### config.mk
export PLATFORM = sky130hd
export DESIGN_NAME = axi_lite_slave_regs
export DESIGN_NICKNAME = d
export VERILOG_FILES = /design/src/rtl/axi_lite_pkg.sv /design/src/rtl/axi_lite_wr_ctrl.sv /design/src/rtl/axi_lite_slave_regs.sv
export SDC_FILE = /design/constraint.sdc
export NUM_CORES = 1
export LEC_CHECK = 0
export BUFFER_PORTS_ARGS = -buffer_cell sky130_fd_sc_hd__buf_2
export CORE_MARGIN = 2
export CORE_UTILIZATION = 30
export DETAILED_ROUTE_END_ITERATION = 6
export GPL_ROUTABILITY_DRIVEN = 0
export PLACE_DENSITY = 0.56
export SYNTH_ARGS = -nofsm -noshare
export SYNTH_HDL_FRONTEND = slang
export SYNTH_HIERARCHICAL = 1
export SYNTH_SLANG_ARGS = --single-unit
### constraint.sdc
create_clock -name aclk -period 6.7 [get_ports aclk]
set_input_delay 1.005 -clock aclk [delete_from_list [all_inputs] [get_ports aclk]]
set_output_delay 1.005 -clock aclk [all_outputs]
set_load 0.02 [all_outputs]
### src/rtl/axi_lite_pkg.sv
// Shared definitions for the AXI4-Lite slave register file.
//   DATA_W / STRB_W : data bus and byte-strobe widths
//   RESP_*          : AXI response encodings
//   wr_state_e      : write-channel controller states
//   merge_strb      : byte-lane merge of new data into an old word
package axi_lite_pkg;

    localparam int DATA_W = 32;
    localparam int STRB_W = 4;

    localparam logic [1:0] RESP_OKAY   = 2'b00;
    localparam logic [1:0] RESP_SLVERR = 2'b10;

    typedef enum logic [1:0] {
        WR_IDLE = 2'd0,
        WR_HOLD = 2'd1,
        WR_RESP = 2'd2
    } wr_state_e;

    function automatic logic [DATA_W-1:0] merge_strb(
        input logic [DATA_W-1:0] old_data,
        input logic [DATA_W-1:0] new_data,
        input logic [STRB_W-1:0] strb
    );
        logic [DATA_W-1:0] merged;
        merged = old_data;
        for (int b = 0; b < STRB_W; b++) begin
            if (strb[b]) begin
                merged[b*8 +: 8] = new_data[b*8 +: 8];
            end
        end
        return merged;
    endfunction

endpackage

### src/rtl/axi_lite_wr_ctrl.sv
// Write-channel controller: accepts AW and W independently, commits the
// write on the edge where both are available, and holds the B response
// until the master takes it.
//
// state   | meaning
// --------+-------------------------------------------------------------
// WR_IDLE | nothing held, AW and W both acceptable
// WR_HOLD | exactly one of AW / W held, waiting for the other
// WR_RESP | write committed (or rejected), bvalid high until bready
//
// Ports:
//   aclk, areset               clock, synchronous active-high reset
//   s_aw*, s_w*, s_b*          AXI-Lite write address / data / response
//   reg_we                     one-cycle register write strobe (valid addr)
//   reg_idx                    register index for reg_we
//   reg_wdata, reg_wstrb       data and byte strobes for reg_we
module axi_lite_wr_ctrl
    import axi_lite_pkg::*;
#(
    parameter int ADDR_WIDTH = 32,
    parameter int IDX_W      = 4
) (
    input  logic                  aclk,
    input  logic                  areset,
    input  logic [ADDR_WIDTH-1:0] s_awaddr,
    input  logic                  s_awvalid,
    output logic                  s_awready,
    input  logic [DATA_W-1:0]     s_wdata,
    input  logic [STRB_W-1:0]     s_wstrb,
    input  logic                  s_wvalid,
    output logic                  s_wready,
    output logic [1:0]            s_bresp,
    output logic                  s_bvalid,
    input  logic                  s_bready,
    output logic                  reg_we,
    output logic [IDX_W-1:0]      reg_idx,
    output logic [DATA_W-1:0]     reg_wdata,
    output logic [STRB_W-1:0]     reg_wstrb
);

    wr_state_e state, state_nxt;

    logic                  aw_held, aw_held_nxt;
    logic                  w_held, w_held_nxt;
    logic [ADDR_WIDTH-1:0] addr_q;
    logic [DATA_W-1:0]     data_q;
    logic [STRB_W-1:0]     strb_q;
    logic [1:0]            bresp_q;

    logic                  aw_hs, w_hs;
    logic                  fire;
    logic                  addr_ok;
    logic [ADDR_WIDTH-1:0] cur_addr;

    assign s_awready = !aw_held && (state != WR_RESP);
    assign s_wready  = !w_held  && (state != WR_RESP);
    assign s_bvalid  = (state == WR_RESP);
    assign s_bresp   = bresp_q;

    assign aw_hs = s_awvalid && s_awready;
    assign w_hs  = s_wvalid  && s_wready;

    // A channel arriving this cycle bypasses its holding register so a
    // same-cycle AW+W (or the second arrival) commits on this very edge.
    assign cur_addr  = aw_hs ? s_awaddr : addr_q;
    assign reg_wdata = w_hs  ? s_wdata  : data_q;
    assign reg_wstrb = w_hs  ? s_wstrb  : strb_q;
    assign reg_idx   = cur_addr[IDX_W+1:2];
    assign addr_ok   = ((cur_addr >> (IDX_W + 2)) == '0);
    assign reg_we    = fire && addr_ok;

    always_comb begin
        state_nxt   = state;
        aw_held_nxt = aw_held || aw_hs;
        w_held_nxt  = w_held  || w_hs;
        fire        = 1'b0;
        case (state)
            WR_IDLE, WR_HOLD: begin
                if ((aw_held || aw_hs) && (w_held || w_hs)) begin
                    fire      = 1'b1;
                    state_nxt = WR_RESP;
                end else if (aw_held_nxt || w_held_nxt) begin
                    state_nxt = WR_HOLD;
                end
            end
            WR_RESP: begin
                if (s_bready) begin
                    state_nxt   = WR_IDLE;
                    aw_held_nxt = 1'b0;
                    w_held_nxt  = 1'b0;
                end
            end
            default: begin
                state_nxt   = WR_IDLE;
                aw_held_nxt = 1'b0;
                w_held_nxt  = 1'b0;
            end
        endcase
    end

    always_ff @(posedge aclk) begin
        if (areset) begin
            state   <= WR_IDLE;
            aw_held <= 1'b0;
            w_held  <= 1'b0;
            addr_q  <= '0;
            data_q  <= '0;
            strb_q  <= '0;
            bresp_q <= RESP_OKAY;
        end else begin
            state   <= state_nxt;
            aw_held <= aw_held_nxt;
            w_held  <= w_held_nxt;
            if (aw_hs) begin
                addr_q <= s_awaddr;
            end
            if (w_hs) begin
                data_q <= s_wdata;
                strb_q <= s_wstrb;
            end
            if (fire) begin
                bresp_q <= addr_ok ? RESP_OKAY : RESP_SLVERR;
            end
        end
    end

endmodule

### src/rtl/axi_lite_slave_regs.sv
// AXI4-Lite slave holding NUM_REGS 32-bit registers with byte-strobe
// writes. Write and read channels are independent; a read and a write to
// the same register on the same edge returns the pre-write value.
//
// Ports:
//   aclk, areset         clock, synchronous active-high reset
//   s_aw*, s_w*, s_b*    write address / data / response channels
//   s_ar*, s_r*          read address / data channels
// Out-of-range addresses (any bit above the register window set) answer
// SLVERR; reads of them return zero and writes change nothing.
module axi_lite_slave_regs
    import axi_lite_pkg::*;
#(
    parameter int ADDR_WIDTH = 32,
    parameter int NUM_REGS   = 16
) (
    input  logic                  aclk,
    input  logic                  areset,
    input  logic [ADDR_WIDTH-1:0] s_awaddr,
    input  logic                  s_awvalid,
    output logic                  s_awready,
    input  logic [DATA_W-1:0]     s_wdata,
    input  logic [STRB_W-1:0]     s_wstrb,
    input  logic                  s_wvalid,
    output logic                  s_wready,
    output logic [1:0]            s_bresp,
    output logic                  s_bvalid,
    input  logic                  s_bready,
    input  logic [ADDR_WIDTH-1:0] s_araddr,
    input  logic                  s_arvalid,
    output logic                  s_arready,
    output logic [DATA_W-1:0]     s_rdata,
    output logic [1:0]            s_rresp,
    output logic                  s_rvalid,
    input  logic                  s_rready
);

    localparam int IDX_W = $clog2(NUM_REGS);

    logic [DATA_W-1:0] regs [NUM_REGS];

    logic              reg_we;
    logic [IDX_W-1:0]  reg_idx;
    logic [DATA_W-1:0] reg_wdata;
    logic [STRB_W-1:0] reg_wstrb;

    logic              rvalid_q;
    logic [DATA_W-1:0] rdata_q;
    logic [1:0]        rresp_q;
    logic              ar_hs;
    logic              ar_ok;
    logic [IDX_W-1:0]  ar_idx;

    axi_lite_wr_ctrl #(
        .ADDR_WIDTH (ADDR_WIDTH),
        .IDX_W      (IDX_W)
    ) u_wr_ctrl (
        .aclk      (aclk),
        .areset    (areset),
        .s_awaddr  (s_awaddr),
        .s_awvalid (s_awvalid),
        .s_awready (s_awready),
        .s_wdata   (s_wdata),
        .s_wstrb   (s_wstrb),
        .s_wvalid  (s_wvalid),
        .s_wready  (s_wready),
        .s_bresp   (s_bresp),
        .s_bvalid  (s_bvalid),
        .s_bready  (s_bready),
        .reg_we    (reg_we),
        .reg_idx   (reg_idx),
        .reg_wdata (reg_wdata),
        .reg_wstrb (reg_wstrb)
    );

    always_ff @(posedge aclk) begin
        if (areset) begin
            for (int i = 0; i < NUM_REGS; i++) begin
                regs[i] <= '0;
            end
        end else if (reg_we) begin
            regs[reg_idx] <= merge_strb(regs[reg_idx], reg_wdata, reg_wstrb);
        end
    end

    assign s_arready = !rvalid_q;
    assign s_rvalid  = rvalid_q;
    assign s_rdata   = rdata_q;
    assign s_rresp   = rresp_q;

    assign ar_hs  = s_arvalid && !rvalid_q;
    assign ar_ok  = ((s_araddr >> (IDX_W + 2)) == '0);
    assign ar_idx = s_araddr[IDX_W+1:2];

    // rdata samples the array with a non-blocking read, so a write landing
    // on the same edge is not visible in this response.
    always_ff @(posedge aclk) begin
        if (areset) begin
            rvalid_q <= 1'b0;
            rdata_q  <= '0;
            rresp_q  <= RESP_OKAY;
        end else if (ar_hs) begin
            rvalid_q <= 1'b1;
            rdata_q  <= ar_ok ? regs[ar_idx] : '0;
            rresp_q  <= ar_ok ? RESP_OKAY : RESP_SLVERR;
        end else if (rvalid_q && s_rready) begin
            rvalid_q <= 1'b0;
        end
    end

endmodule

# Yosys cells after proc, flatten, opt, wreduce, memory -nomap -nowiden
# Memories as Yosys holds them, arrays and structs flattened.
# Cells that the tools add are included.
# totals
register_bits	109
ram_bits	512
in_bits	107
out_inout_bits	41
word_cells	84
n_memories	1
# op_classes
eq_ne	9
n_mux	38
reduce_logical	25
# mem_list
memory	depth	width	read_ports	rd_ports_with_merged_regs	wr	line_no	text
regs	16	32	1	0	16	axi_lite_slave_regs.sv:40	logic [DATA_W-1:0] regs [NUM_REGS];
# op_table
op	n
32-bit 2-to-1 mux	4
8-bit 2-to-1 mux	12
32-bit zero test	2
32-bit OR reduction	1
4-bit 2-to-1 mux	3
3-bit != test, second input constant	4
1-bit 2-to-1 mux	11
2-bit 2-to-1 mux	5
2-bit AND reduction	5
1-bit logical AND	8
1-bit one-hot mux with 2 select lines	2
2-bit one-hot mux with 2 select lines	1
1-bit zero test	3
1-bit logical OR	3
3-bit by 1-bit != test with 1-bit output, second input constant	1
2-bit by 1-bit equality test with 1-bit output, second input constant	1
2-bit equality test, second input constant	1
2-bit zero test	1
2-bit by 1-bit != test with 1-bit output, second input constant	1
2-bit != test, second input constant	1
2-bit nonzero test	1
2-bit OR reduction	1

# Depth between registers and ports, before layout
# depth
word_depth	14
depth_mapped	10
mapped_depth_nobuf	8

# By module
# Netlist, hierarchy kept.
# modules_own_cells
module	n_inst	cells_per_inst	area_each_um2	seq_area_each_um2
axi_lite_slave_regs	1	1874	25403.1	16055.4
axi_lite_wr_ctrl	1	299	2869.0	1421.4

# Worst setup path after synthesis
# Ideal clock, no wire load.
# synth_timing
path_type	input to register
from	input port s_awaddr[14]
to	memory regs[14][16], enable pin
setup_time_ns	0.309
t_arrival_ns	2.852
t_required_ns	6.391
slack_ns	3.539
path_stages	9
n_path_buf	1
path_cell_list	nor4_1 nand3_1 nor4_1 or2_2 nor2b_1 nand2_1 clkbuf_1 nor2_1 or2_2
# synth_rtl
element	line_no	text
start: declaration	axi_lite_slave_regs.sv:19	input logic [ADDR_WIDTH-1:0] s_awaddr,
end: declaration	axi_lite_slave_regs.sv:40	

==> summary.md <==
| Metric | Value |
|---|---|
| Post-synthesis adder-cell area fraction | 0% |
| Clock latency on the worst-skew pair | approximately 600 ps |
| CTS root buf | clkbuf_16 |
| WP buf/inv | 0 |
| Pleak | 12.0 nW |
| Die Width | 311 um |
| CTS tree | built |
| Post-synth top area cell | edfxtp_1 |
| Post-CTS Hold Buffers | 0 |
| Area contributors post-synth | edfxtp_1, and2_1, mux2i_1 |
| Clk slew on worst S/H paths | roughly 60 ps |
| IO Port Bufs | 141 |
| Final setup fails | 0 |
| Max Cap Violations | 0 |
| Worst-path fanout max | 16 |
| Die area | a little under 100000 um2 |
| Synth cell count leaders | and2_1, edfxtp_1, mux2i_1, dfxtp_1, nand2_1 |
| Grt total ovfl | 0 |
| Post CTS Setup Buffer Count | 0 |
| Cells after synthesis | approximately 2200 |
| Post-synth EDFFs | 512 |
| Fmax | roughly 260 MHz |
| Area Growth Syn to Fin | 13.7% |
| H-tree Lvls | 3 |
| Clock sinks | 617 |
| PnR worst setup slack | 2880 ps |
| Post-synthesis sequential area ratio | 61.8% |
| Final hold viol count | 0 |
| TritonCTS Buffers | 68 |
| CP peak stage delay | approximately 650 ps |
| Area of the mapped netlist | ~28000 um2 |
| Post-CTS sizing | 0 |
| Number of global-route vias before repair | around 18000 |
| Worst EP arrival | about 4100 ps |
| Crit-path cells | nor4b_1 -> nand4_1 -> nor4bb_1 -> or2_2 -> nor2b_1 -> nand2_1 -> nor2_1 -> or2_2 |
| Critical path startpoint category | register |
| Synth Register Bits | between 600 and 700 |
| Simple-gate share of the synthesized area | 17.3% |
| DRT iter0 DRCs | 1112 |
| Starting Density | between 30% and 40% |
| Initial antenna violation count | 8 |
| Number of top-level pins | roughly 150 |
| Fin Setup TNS | 0 ps |
| Ratio of final minimum period to clock period | a little under three fifths |
| Hpwl dp | between 50000 and 60000 um |
| Worst Tran Pin Value | between 1000 and 1500 ps |
| Die Height | between 300 and 400 um |
| Wirelength per Cell | ~21 um |
| Required time of the critical path | 6990 ps |
| Clock Tree Buf Depth | 3 |
| DR vias | between 15000 and 20000 |
| Post-synthesis compound-gate area fraction | about 7.6% |
| Ys async rst share | 0% |
| XOR/XNOR Fraction of Synth Area | 0% |
| Site row count | about 110 |
| Top-area cell type share of the netlist area | 54.4% |
| Max-slew headroom | 23.6% |
| Share of cells above drive strength 1 | roughly a fifth |
| First-pass GRT wire length | 112000 um |
| Worst path slowest cell | nor2_1 |
| Peak supply drop | approximately 0.00017 V |
| Finished Core Util | approximately a third |
| DR vias/cell | about 4.8 |
| Gr usage total | 15.3% |
| Fillers | around 9000 |
| RSZ-0062 raised after global routing | no |
| Syn_nets | about 2300 |
| Crit path time final | approximately 3800 ps |
| Status | finished, final reports clean |
| Slew Viols, Final | 0 |
| Average size of a mapped cell | 13.0 um2 |
| Setup crit end kind | register |
| Core Region | just over 90000 um2 |
| Yosys cell types | between 40 and 50 |
| Ys Warns | 6 |
| Final net count | 2364 |
| Mux contribution to synthesized area | a little over a tenth |
| Crit path kind | reg2reg |
| Drt first pass iters | 5 |
| Residual DRC | 0 |
| Largest family of logic cells by synthesized area | simple AND/OR/NAND/NOR gates |
| Most used DFF post-synth | edfxtp_1 |
| Detailed Route WL | roughly 75000 um |
| Post-route ant nets | 0 |
| Worst hold-check path type | reg2reg |
| Power density over cell area | approximately 270 nW/um2 |
| Setup Slack @ Placement | 2270 ps |
| Clock Skew | roughly 27 ps |
| Cell family with most CP delay | simple AND/OR/NAND/NOR gates |
| Largest net degree at the start of global routing | 81 |
| Most common cell in the synthesized netlist | and2_1 |
| Crit-path most repeated cell | or2_2 |
## registers in the layout, summed over array words and instances, names as in the netlist
name,count
regs,512
s_rdata,32
s_rresp,1
s_rvalid,1
u_wr_ctrl/addr_q,30
u_wr_ctrl/aw_held,1
u_wr_ctrl/data_q,32
u_wr_ctrl/s_bresp,1
u_wr_ctrl/state,2
u_wr_ctrl/strb_q,4
u_wr_ctrl/w_held,1
## kinds of logic (layout without fill, tap and decap cells)
| logic type | count (synthesis) | after routing |
|---|---|---|
| mux | 296 | 296 |
| compound gates | 258 | 258 |
| other cells | 2 | 4 |
| buf+inv | 149 | 284 |
| flops | 617 | 617 |
| simple gates | 851 | 851 |
## cell type report
cell class,count,area (um2),area share [%]
antenna,2,5.00,0.0156
clock buffer,99,1940,6.02
clock inverter,22,159,0.494
inverter,4,15.0,0.0467
multi-input combinational,1407,10100,31.5
sequential,617,17500,54.4
tap,1254,1570,4.88
timing repair buffer,159,868,2.70
## worst reg2reg max path, cell delays in order, from the launching register on
cell      delay (ps)
dfxtp_1          440
nor4b_1          450
nand4_1          180
nor4bb_1         390
or2_2            200
nor2b_1          260
nand2_1          590
nor2_1           670
or2_2            350
## report_power, final
part / internal, mW / switching, mW / total, mW
combinational: 0.233 / 0.527 / 0.760
clock: 2.08 / 1.49 / 3.56
sequential: 4.28 / 0.0434 / 4.32
## per-layer routing
layer  GRT usage, %  wire length, um
met2           26.5            37100
met4           4.82             1870
met5              0               58
met1           19.3            32300
met3           2.76             3750
## worst paths after layout
path	startpoint	slack, ps	to	depth (start not counted)
worst min register to register	u_wr_ctrl/addr_q[31]$_SDFF_PP0_	460	u_wr_ctrl/addr_q[31]$_SDFF_PP0_	2
worst min-delay path	u_wr_ctrl/addr_q[31]$_SDFF_PP0_	460	u_wr_ctrl/addr_q[31]$_SDFF_PP0_	2
worst max register to register	u_wr_ctrl/aw_held$_SDFF_PP0_	2880	regs[4][16]$_SDFFCE_PN0P_	8
worst max-delay path	u_wr_ctrl/aw_held$_SDFF_PP0_	2880	regs[4][16]$_SDFFCE_PN0P_	8
## cells in the final DEF (no fill, tap or decap), types with 2 or more instances in the layout
cell	synthesis	routed
a22oi_1	64	64
nor3_1	2	2
inv_6	0	2
nand2_1	100	100
edfxtp_1	512	512
clkbuf_8	0	7
o21a_1	32	32
a221oi_1	66	66
nand2b_1	3	3
nand4_1	4	4
o22ai_1	33	33
or2_2	66	66
clkinv_1	0	7
mux2i_1	224	224
a221oi_2	30	30
conb_1	2	2
buf_4	12	19
diode_2	0	2
mux2_2	72	72
clkbuf_16	0	70
buf_2	29	138
clkinv_2	0	11
nor4_1	18	18
nor2_2	1	2
nor2b_1	47	45
a21oi_1	29	29
clkbuf_1	92	20
nor2b_2	0	2
nand3_1	9	9
inv_1	3	3
bufinv_16	0	2
dfxtp_1	105	105
and2_1	513	513
nor2_1	79	77
## metrics by stage
step	instance area, um2	total power, mW	hold WS [ps]	std cells
after floorplan	28300	4.87	436	2173
after global placement	30000	5.15	445	3441
after detailed placement	30000	5.17	449	3441
after CTS	32100	8.72	457	3562
after global routing	32100	8.94	482	3563
final	32100	8.65	457	3564
(Power assumes the default switching activity.)
